**config.mk**
```make
export PLATFORM = sky130hd
export DESIGN_NAME = alu_decode_stage
export DESIGN_NICKNAME = d
export VERILOG_FILES = /design/src/rtl/alu_decode_stage.sv
export SDC_FILE = /design/constraint.sdc
export NUM_CORES = 1
export LEC_CHECK = 0
export BUFFER_PORTS_ARGS = -buffer_cell sky130_fd_sc_hd__buf_4
export CAP_MARGIN = 20
export CORE_ASPECT_RATIO = 1.1
export CORE_MARGIN = 2
export CORE_UTILIZATION = 40
export CTS_CLUSTER_DIAMETER = 60
export DETAILED_ROUTE_END_ITERATION = 12
export PLACE_DENSITY = 0.75
export RECOVER_POWER = 50
export SETUP_SLACK_MARGIN = 0.5
export SYNTH_ARGS = -nofsm -noshare
export SYNTH_HDL_FRONTEND = slang
export SYNTH_SLANG_ARGS = --single-unit
```
**constraint.sdc**
```tcl
create_clock -name clk -period 1.9 [get_ports clk]
set_clock_uncertainty 0.2 [all_clocks]
set_input_delay 0.095 -clock clk [delete_from_list [all_inputs] [get_ports clk]]
set_output_delay 0.095 -clock clk [all_outputs]
set_load 0.005 [all_outputs]
```
**src/rtl/alu_decode_stage.sv**
```systemverilog
// alu_decode_stage: RV32I integer-ALU decode stage behind a 2-entry skid buffer.
// Instructions are decoded as they are accepted, and the decoded entries are stored.
// The output side always presents the oldest stored entry.
// in_ready is registered and de-asserts only while both entries are full.
// Optional feature: define DECODE_ILLEGAL_CNT_EN to enable a saturating
// 16-bit count of accepted illegal instructions.
// Without that macro, illegal_count is tied to zero.

module alu_decode_stage (
   input  logic        clk,
   input  logic        rst_n,
   input  logic        flush,
   input  logic        in_valid,
   output logic        in_ready,
   input  logic [31:0] in_instr,
   input  logic [31:0] in_pc,
   output logic        out_valid,
   input  logic        out_ready,
   output logic [3:0]  out_alu_op,
   output logic [31:0] out_imm,
   output logic        out_use_imm,
   output logic        out_use_pc,
   output logic [4:0]  out_rs1,
   output logic [4:0]  out_rs2,
   output logic [4:0]  out_rd,
   output logic        out_reg_write,
   output logic        out_illegal,
   output logic [31:0] out_pc,
   output logic [15:0] illegal_count
);

   // Buffer occupancy
   localparam logic [1:0] EMPTY = 2'd0;
   localparam logic [1:0] ONE   = 2'd1;
   localparam logic [1:0] TWO   = 2'd2;

   // ALU operation codes
   localparam logic [3:0] ALU_ADD  = 4'd0;
   localparam logic [3:0] ALU_SUB  = 4'd1;
   localparam logic [3:0] ALU_AND  = 4'd2;
   localparam logic [3:0] ALU_OR   = 4'd3;
   localparam logic [3:0] ALU_XOR  = 4'd4;
   localparam logic [3:0] ALU_SLL  = 4'd5;
   localparam logic [3:0] ALU_SRL  = 4'd6;
   localparam logic [3:0] ALU_SRA  = 4'd7;
   localparam logic [3:0] ALU_SLT  = 4'd8;
   localparam logic [3:0] ALU_SLTU = 4'd9;

   // Major opcodes handled by this stage
   localparam logic [6:0] OPC_OP     = 7'b0110011;
   localparam logic [6:0] OPC_OP_IMM = 7'b0010011;
   localparam logic [6:0] OPC_LUI    = 7'b0110111;
   localparam logic [6:0] OPC_AUIPC  = 7'b0010111;

   localparam logic [6:0] F7_BASE = 7'b0000000;
   localparam logic [6:0] F7_ALT  = 7'b0100000;

   typedef struct packed {
      logic [3:0]  alu_op;
      logic [31:0] imm;
      logic        use_imm;
      logic        use_pc;
      logic [4:0]  rs1;
      logic [4:0]  rs2;
      logic [4:0]  rd;
      logic        reg_write;
      logic        illegal;
      logic [31:0] pc;
   } entry_t;

   // funct3 -> ALU op for the non-alternate (funct7 = 0) encodings
   function automatic logic [3:0] base_op(input logic [2:0] f3);
      logic [3:0] op;
      case (f3)
         3'b000:  op = ALU_ADD;
         3'b001:  op = ALU_SLL;
         3'b010:  op = ALU_SLT;
         3'b011:  op = ALU_SLTU;
         3'b100:  op = ALU_XOR;
         3'b101:  op = ALU_SRL;
         3'b110:  op = ALU_OR;
         default: op = ALU_AND;
      endcase
      return op;
   endfunction

   logic [1:0] state_reg;
   logic [1:0] state_next;
   logic       in_ready_reg;
   logic       in_ready_next;
   entry_t     slot0_reg;
   entry_t     slot0_next;
   entry_t     slot1_reg;
   entry_t     slot1_next;
   entry_t     dec;
   logic       dec_illegal;
   logic       accept;
   logic       emit;

   logic [6:0] opcode;
   logic [2:0] funct3;
   logic [6:0] funct7;

   assign opcode = in_instr[6:0];
   assign funct3 = in_instr[14:12];
   assign funct7 = in_instr[31:25];

   // Decode the incoming instruction into a storable entry
   always_comb begin
      dec           = '0;
      dec_illegal   = 1'b0;
      dec.pc        = in_pc;
      dec.rd        = in_instr[11:7];
      dec.rs1       = in_instr[19:15];
      dec.rs2       = in_instr[24:20];
      case (opcode)
         OPC_OP: begin
            dec.reg_write = 1'b1;
            if (funct7 == F7_BASE) begin
               dec.alu_op = base_op(funct3);
            end else if (funct7 == F7_ALT && funct3 == 3'b000) begin
               dec.alu_op = ALU_SUB;
            end else if (funct7 == F7_ALT && funct3 == 3'b101) begin
               dec.alu_op = ALU_SRA;
            end else begin
               dec_illegal = 1'b1;
            end
         end
         OPC_OP_IMM: begin
            dec.reg_write = 1'b1;
            dec.use_imm   = 1'b1;
            dec.rs2       = 5'd0;
            dec.imm       = {{20{in_instr[31]}}, in_instr[31:20]};
            dec.alu_op    = base_op(funct3);
            // Shift-immediates carry only the shift amount; the upper
            // immediate bits are the funct7 selector, not part of the operand.
            if (funct3 == 3'b001) begin
               dec.imm = {27'd0, in_instr[24:20]};
               if (funct7 != F7_BASE) begin
                  dec_illegal = 1'b1;
               end
            end else if (funct3 == 3'b101) begin
               dec.imm = {27'd0, in_instr[24:20]};
               if (funct7 == F7_ALT) begin
                  dec.alu_op = ALU_SRA;
               end else if (funct7 != F7_BASE) begin
                  dec_illegal = 1'b1;
               end
            end
         end
         OPC_LUI, OPC_AUIPC: begin
            dec.reg_write = 1'b1;
            dec.use_imm   = 1'b1;
            dec.alu_op    = ALU_ADD;
            dec.rs1       = 5'd0;
            dec.rs2       = 5'd0;
            dec.imm       = {in_instr[31:12], 12'd0};
            dec.use_pc    = (opcode == OPC_AUIPC);
         end
         default: begin
            dec_illegal = 1'b1;
         end
      endcase
      // Illegal instructions must not drive any architectural side effect
      if (dec_illegal) begin
         dec.alu_op    = ALU_ADD;
         dec.reg_write = 1'b0;
         dec.use_imm   = 1'b0;
         dec.use_pc    = 1'b0;
         dec.imm       = 32'd0;
      end
      dec.illegal = dec_illegal;
   end

   // Flush suppresses both handshakes so nothing is stored or counted
   assign accept = in_valid & in_ready_reg & ~flush;
   assign emit   = (state_reg != EMPTY) & out_ready & ~flush;

   // Next occupancy and slot contents; slot0 is always the oldest entry
   always_comb begin
      state_next = state_reg;
      slot0_next = slot0_reg;
      slot1_next = slot1_reg;
      case (state_reg)
         EMPTY: begin
            if (accept) begin
               slot0_next = dec;
               state_next = ONE;
            end
         end
         ONE: begin
            if (accept && emit) begin
               slot0_next = dec;
            end else if (accept) begin
               slot1_next = dec;
               state_next = TWO;
            end else if (emit) begin
               state_next = EMPTY;
            end
         end
         TWO: begin
            if (emit) begin
               slot0_next = slot1_reg;
               state_next = ONE;
            end
         end
         default: begin
            state_next = EMPTY;
         end
      endcase
      if (flush) begin
         state_next = EMPTY;
      end
      in_ready_next = (state_next != TWO);
   end

   // Buffer state, registered ready and stored entries
   always_ff @(posedge clk or negedge rst_n) begin
      if (!rst_n) begin
         state_reg    <= EMPTY;
         in_ready_reg <= 1'b0;
         slot0_reg    <= '0;
         slot1_reg    <= '0;
      end else begin
         state_reg    <= state_next;
         in_ready_reg <= in_ready_next;
         slot0_reg    <= slot0_next;
         slot1_reg    <= slot1_next;
      end
   end

`ifdef DECODE_ILLEGAL_CNT_EN
   logic [15:0] illegal_cnt_reg;

   // Saturating count of accepted illegal instructions; flush leaves it alone
   always_ff @(posedge clk or negedge rst_n) begin
      if (!rst_n) begin
         illegal_cnt_reg <= 16'd0;
      end else if (accept && dec.illegal && illegal_cnt_reg != 16'hFFFF) begin
         illegal_cnt_reg <= illegal_cnt_reg + 16'd1;
      end
   end

   assign illegal_count = illegal_cnt_reg;
`else
   assign illegal_count = 16'd0;
`endif

   assign in_ready      = in_ready_reg;
   assign out_valid     = (state_reg != EMPTY);
   assign out_alu_op    = slot0_reg.alu_op;
   assign out_imm       = slot0_reg.imm;
   assign out_use_imm   = slot0_reg.use_imm;
   assign out_use_pc    = slot0_reg.use_pc;
   assign out_rs1       = slot0_reg.rs1;
   assign out_rs2       = slot0_reg.rs2;
   assign out_rd        = slot0_reg.rd;
   assign out_reg_write = slot0_reg.reg_write;
   assign out_illegal   = slot0_reg.illegal;
   assign out_pc        = slot0_reg.pc;

endmodule

```
==> results.tsv <==
metric	value	unit
Crit-path slowest cell	dfrtp_1	
Final nets	1275	
Max H-tree Level	4	
hold-critical path depth	5	
Critical R2R Capture	out_pc[5]$_DFFE_PN0P_	
post-synth top area share	56.1	%
number of global-route vias before repair	7425	
Sequential Area	4430	sq um
Crit path top cell by count	buf_12	
DP Worst Slack	-0.125	ns
worst slew pin tran	1.21	ns
Post-Route WL	32800	um
Peak VDD IR	715	uV
max reg flops	87	
Worst slew margin	19.6	%
asr flop ratio synth	100	%
final non-filler cell area	13500	sq um
type of the worst min-delay path	in -> reg	
Final Hold Viols	2	
DP Area	9730	sq um
max cap viols	0	
global-route wire length before repair	38800	um
busiest grt layer	met2	
dpl hpwl	14700	um
router iterations before antenna repair	7	
area delta synth->final	70.6	%
largest family of logic cells by synthesized area	simple AND/OR/NAND/NOR gates	
layout cell share with drive strength beyond 1	43.4	%
Post-Synth Adder-Cell Area	0	%
clock latency on the worst-skew pair	0.43	ns
CP endpoint kind	flop	
Post-route DRC	0	
clock buffer depth	2	
status	complete, but fails checks	
Synth area leader	dfrtp_1	
multiplexer share of the synthesized area	0.143	%
post-synthesis compound-gate area fraction	14.3	%
register area share after synthesis	56.1	%
largest net degree at the start of global routing	59	
cells along the critical path	and4bb_2, buf_6, a21o_4, buf_12, buf_12, clkbuf_16, nor2_2, a31oi_1	
P_leak	0.00604	uW
width of the chip	138	um
Worst Path Max Fanout	7	
Die Ht	151	um
post-synthesis register bit count	177	
Initial DRC Count	638	
fillers	1323	
met2 usage	39.3	%
Simple-Gate Fraction of Synth Area	24.3	%
Worst Setup SP	state_reg[1]$_DFF_PN0_	
final hold slack	-0.0467	ns
GRT Util Overall	24.1	%
core area	19200	sq um
# rows	53	
antenna violations before repair	0	
TritonCTS clock tree	done	
synth unique cells	48	
vias per inst	5.79	
Top FF cell, synth	dfrtp_1	
final count of negative-setup-slack endpoints	53	
post-synthesis xor/xnor area fraction	0	%
violated checks	negative hold slack, negative setup slack	
CP Launch Type	flop	
Die Area	20900	sq um
Routed Antenna Nets	0	
CP required	2.00	ns
critical hold path startpoint	in_instr[3]	
RSZ-0062 raised after global routing	yes	
# IOs	174	
Yosys warnings	0	
clk sinks	177	
I/O Buffers	157	
Reg2Reg Setup Slack	-0.05	ns
starting density of the core	41.1	%
cell area after synthesis	7900	sq um
Synth Area per Inst	8.61	sq um
final setup margin	-0.0495	ns
met1 usage	30.6	%
largest cells by area after synthesis	dfrtp_1 56%, nand2_1 15%, a31oi_1 5.5%	
drt wl/cell	22.4	um
Cells after Synth	917	
CTS Hold Bufs	67	
CTS root buf	clkbuf_16	
R2R Path Start	state_reg[1]$_DFF_PN0_	
Worst path max stage delay	0.39	ns
GRT met3 Usage	5.29	%
WP data arrival	2.05	ns
period utilization	103	%
total CTS buffers	17	
Pwr Density	827	nW/um^2
vias	8490	
Worst-path clk slew	0.07	ns
R2R depth	8	
Final Wtd Congestion	0.832	
Max Slew Vio Count	0	
number of diodes	0	
Multi-input gate area	4420	sq um
CP Class	reg -> reg	
EDFF count, synth	0	
Final Critical Period	1.95	ns
Critical Path End	out_pc[5]$_DFFE_PN0P_	
grt ovf	0	
FMAX	513	MHz
worst max-delay path: cells and delay by family (launching register included):
family                 cells  cell delay (ns)
buffers and inverters      4             0.58
AOI/OAI and AO/OA          2             0.28
DFF                        1             0.39
and+or+nand+nor            2             0.36
synthesized netlist by cell type, types with 4 or more instances:
cell type / number
a21oi_1: 37
a31oi_1: 69
buf_2: 20
buf_4: 17
clkbuf_1: 43
dfrtp_1: 177
nand2_1: 310
nand2b_1: 5
nand3_1: 39
nor2_1: 83
nor2b_1: 4
nor3_1: 4
o211ai_1: 8
o21ai_0: 40
o21ai_1: 14
power by group:
| group | total, uW | switching, uW | internal [uW] |
|---|---|---|---|
| registers | 4970 | 518 | 4450 |
| clock network | 3540 | 1540 | 2000 |
| logic | 2630 | 1260 | 1370 |
| total | 11100 | 3320 | 7820 |
final cells by class:
| class | instances | share of cell area, % |
|---|---|---|
| timing repair buffer | 337 | 27.6 |
| multi-input combinational | 672 | 32.8 |
| clock inverter | 9 | 0.715 |
| sequential | 177 | 32.9 |
| tap | 247 | 2.29 |
| inverter | 1 | 0.0279 |
| clock buffer | 23 | 3.70 |
what timing repair did:
action                                 in CTS  in global routing
endpoints found under the hold margin     343                  2
setup endpoints to repair                 177                179
buffers inserted                           16                 16
resized for setup                          56                301
pin swaps                                  14                128
gates cloned                                8                 28
metal layers:
layer	up-vias	share of wire (%)
met5	-	0
met4	0	5.4
met3	146	9.3
met2	551	50
met1	4155	36
li1	3638	-
cell families (layout without fill, tap and decap cells):
kind of cell / count (synthesis) / after routing
AOI/OAI and AO/OA: 187 / 187
buffers and inverters: 83 / 370
DFF: 177 / 177
muxes: 1 / 1
other: 1 / 16
and+or+nand+nor: 468 / 468
worst min-delay path by stage:
stage / endpoint / slack (ns)
2_1_floorplan: in_ready$_DFF_PN0_ / -0.40
3_5_place_dp: slot1_reg[7]$_DFFE_PN0P_ / -0.15
6_report: slot1_reg[85]$_DFFE_PN0P_ / -0.05
4_1_cts: slot1_reg[54]$_DFFE_PN0P_ / -0.04
3_3_place_gp: slot1_reg[7]$_DFFE_PN0P_ / -0.14
5_1_grt: slot1_reg[85]$_DFFE_PN0P_ / -0.05
placed cells by master (no fill, tap or decap), types with 7 or more instances in the layout:
cell,n
buf_12,29
a31oi_4,13
nand2_2,45
buf_4,163
conb_1,16
clkbuf_4,17
a21oi_2,26
a21oi_1,9
dfrtp_1,176
nor2_4,30
o21ai_1,28
nor2_2,22
nand3_2,19
o21ai_2,12
nand2_4,39
dlygate4sd3_1,67
buf_16,12
nand3_1,19
o211ai_1,8
clkbuf_16,36
buf_6,18
nand2_1,225
o21ai_0,15
a31oi_1,56
clkbuf_1,7
nor2_1,31
per-stage QoR:
step	hold WS, ns	setup TNS, ns	total power, uW	instances	util [%]
2_1_floorplan	-0.401	0	5670	932	-
3_3_place_gp	-0.139	-0.900	6590	1299	50.6
3_5_place_dp	-0.147	-2.21	6670	1299	50.6
4_1_cts	-0.0417	0	10400	1422	60.3
5_1_grt	-0.0483	-3.30	11600	1466	70.1
6_report	-0.0467	-1.27	11100	1466	70.1
No activity file was read; power rests on OpenSTA's default activity.
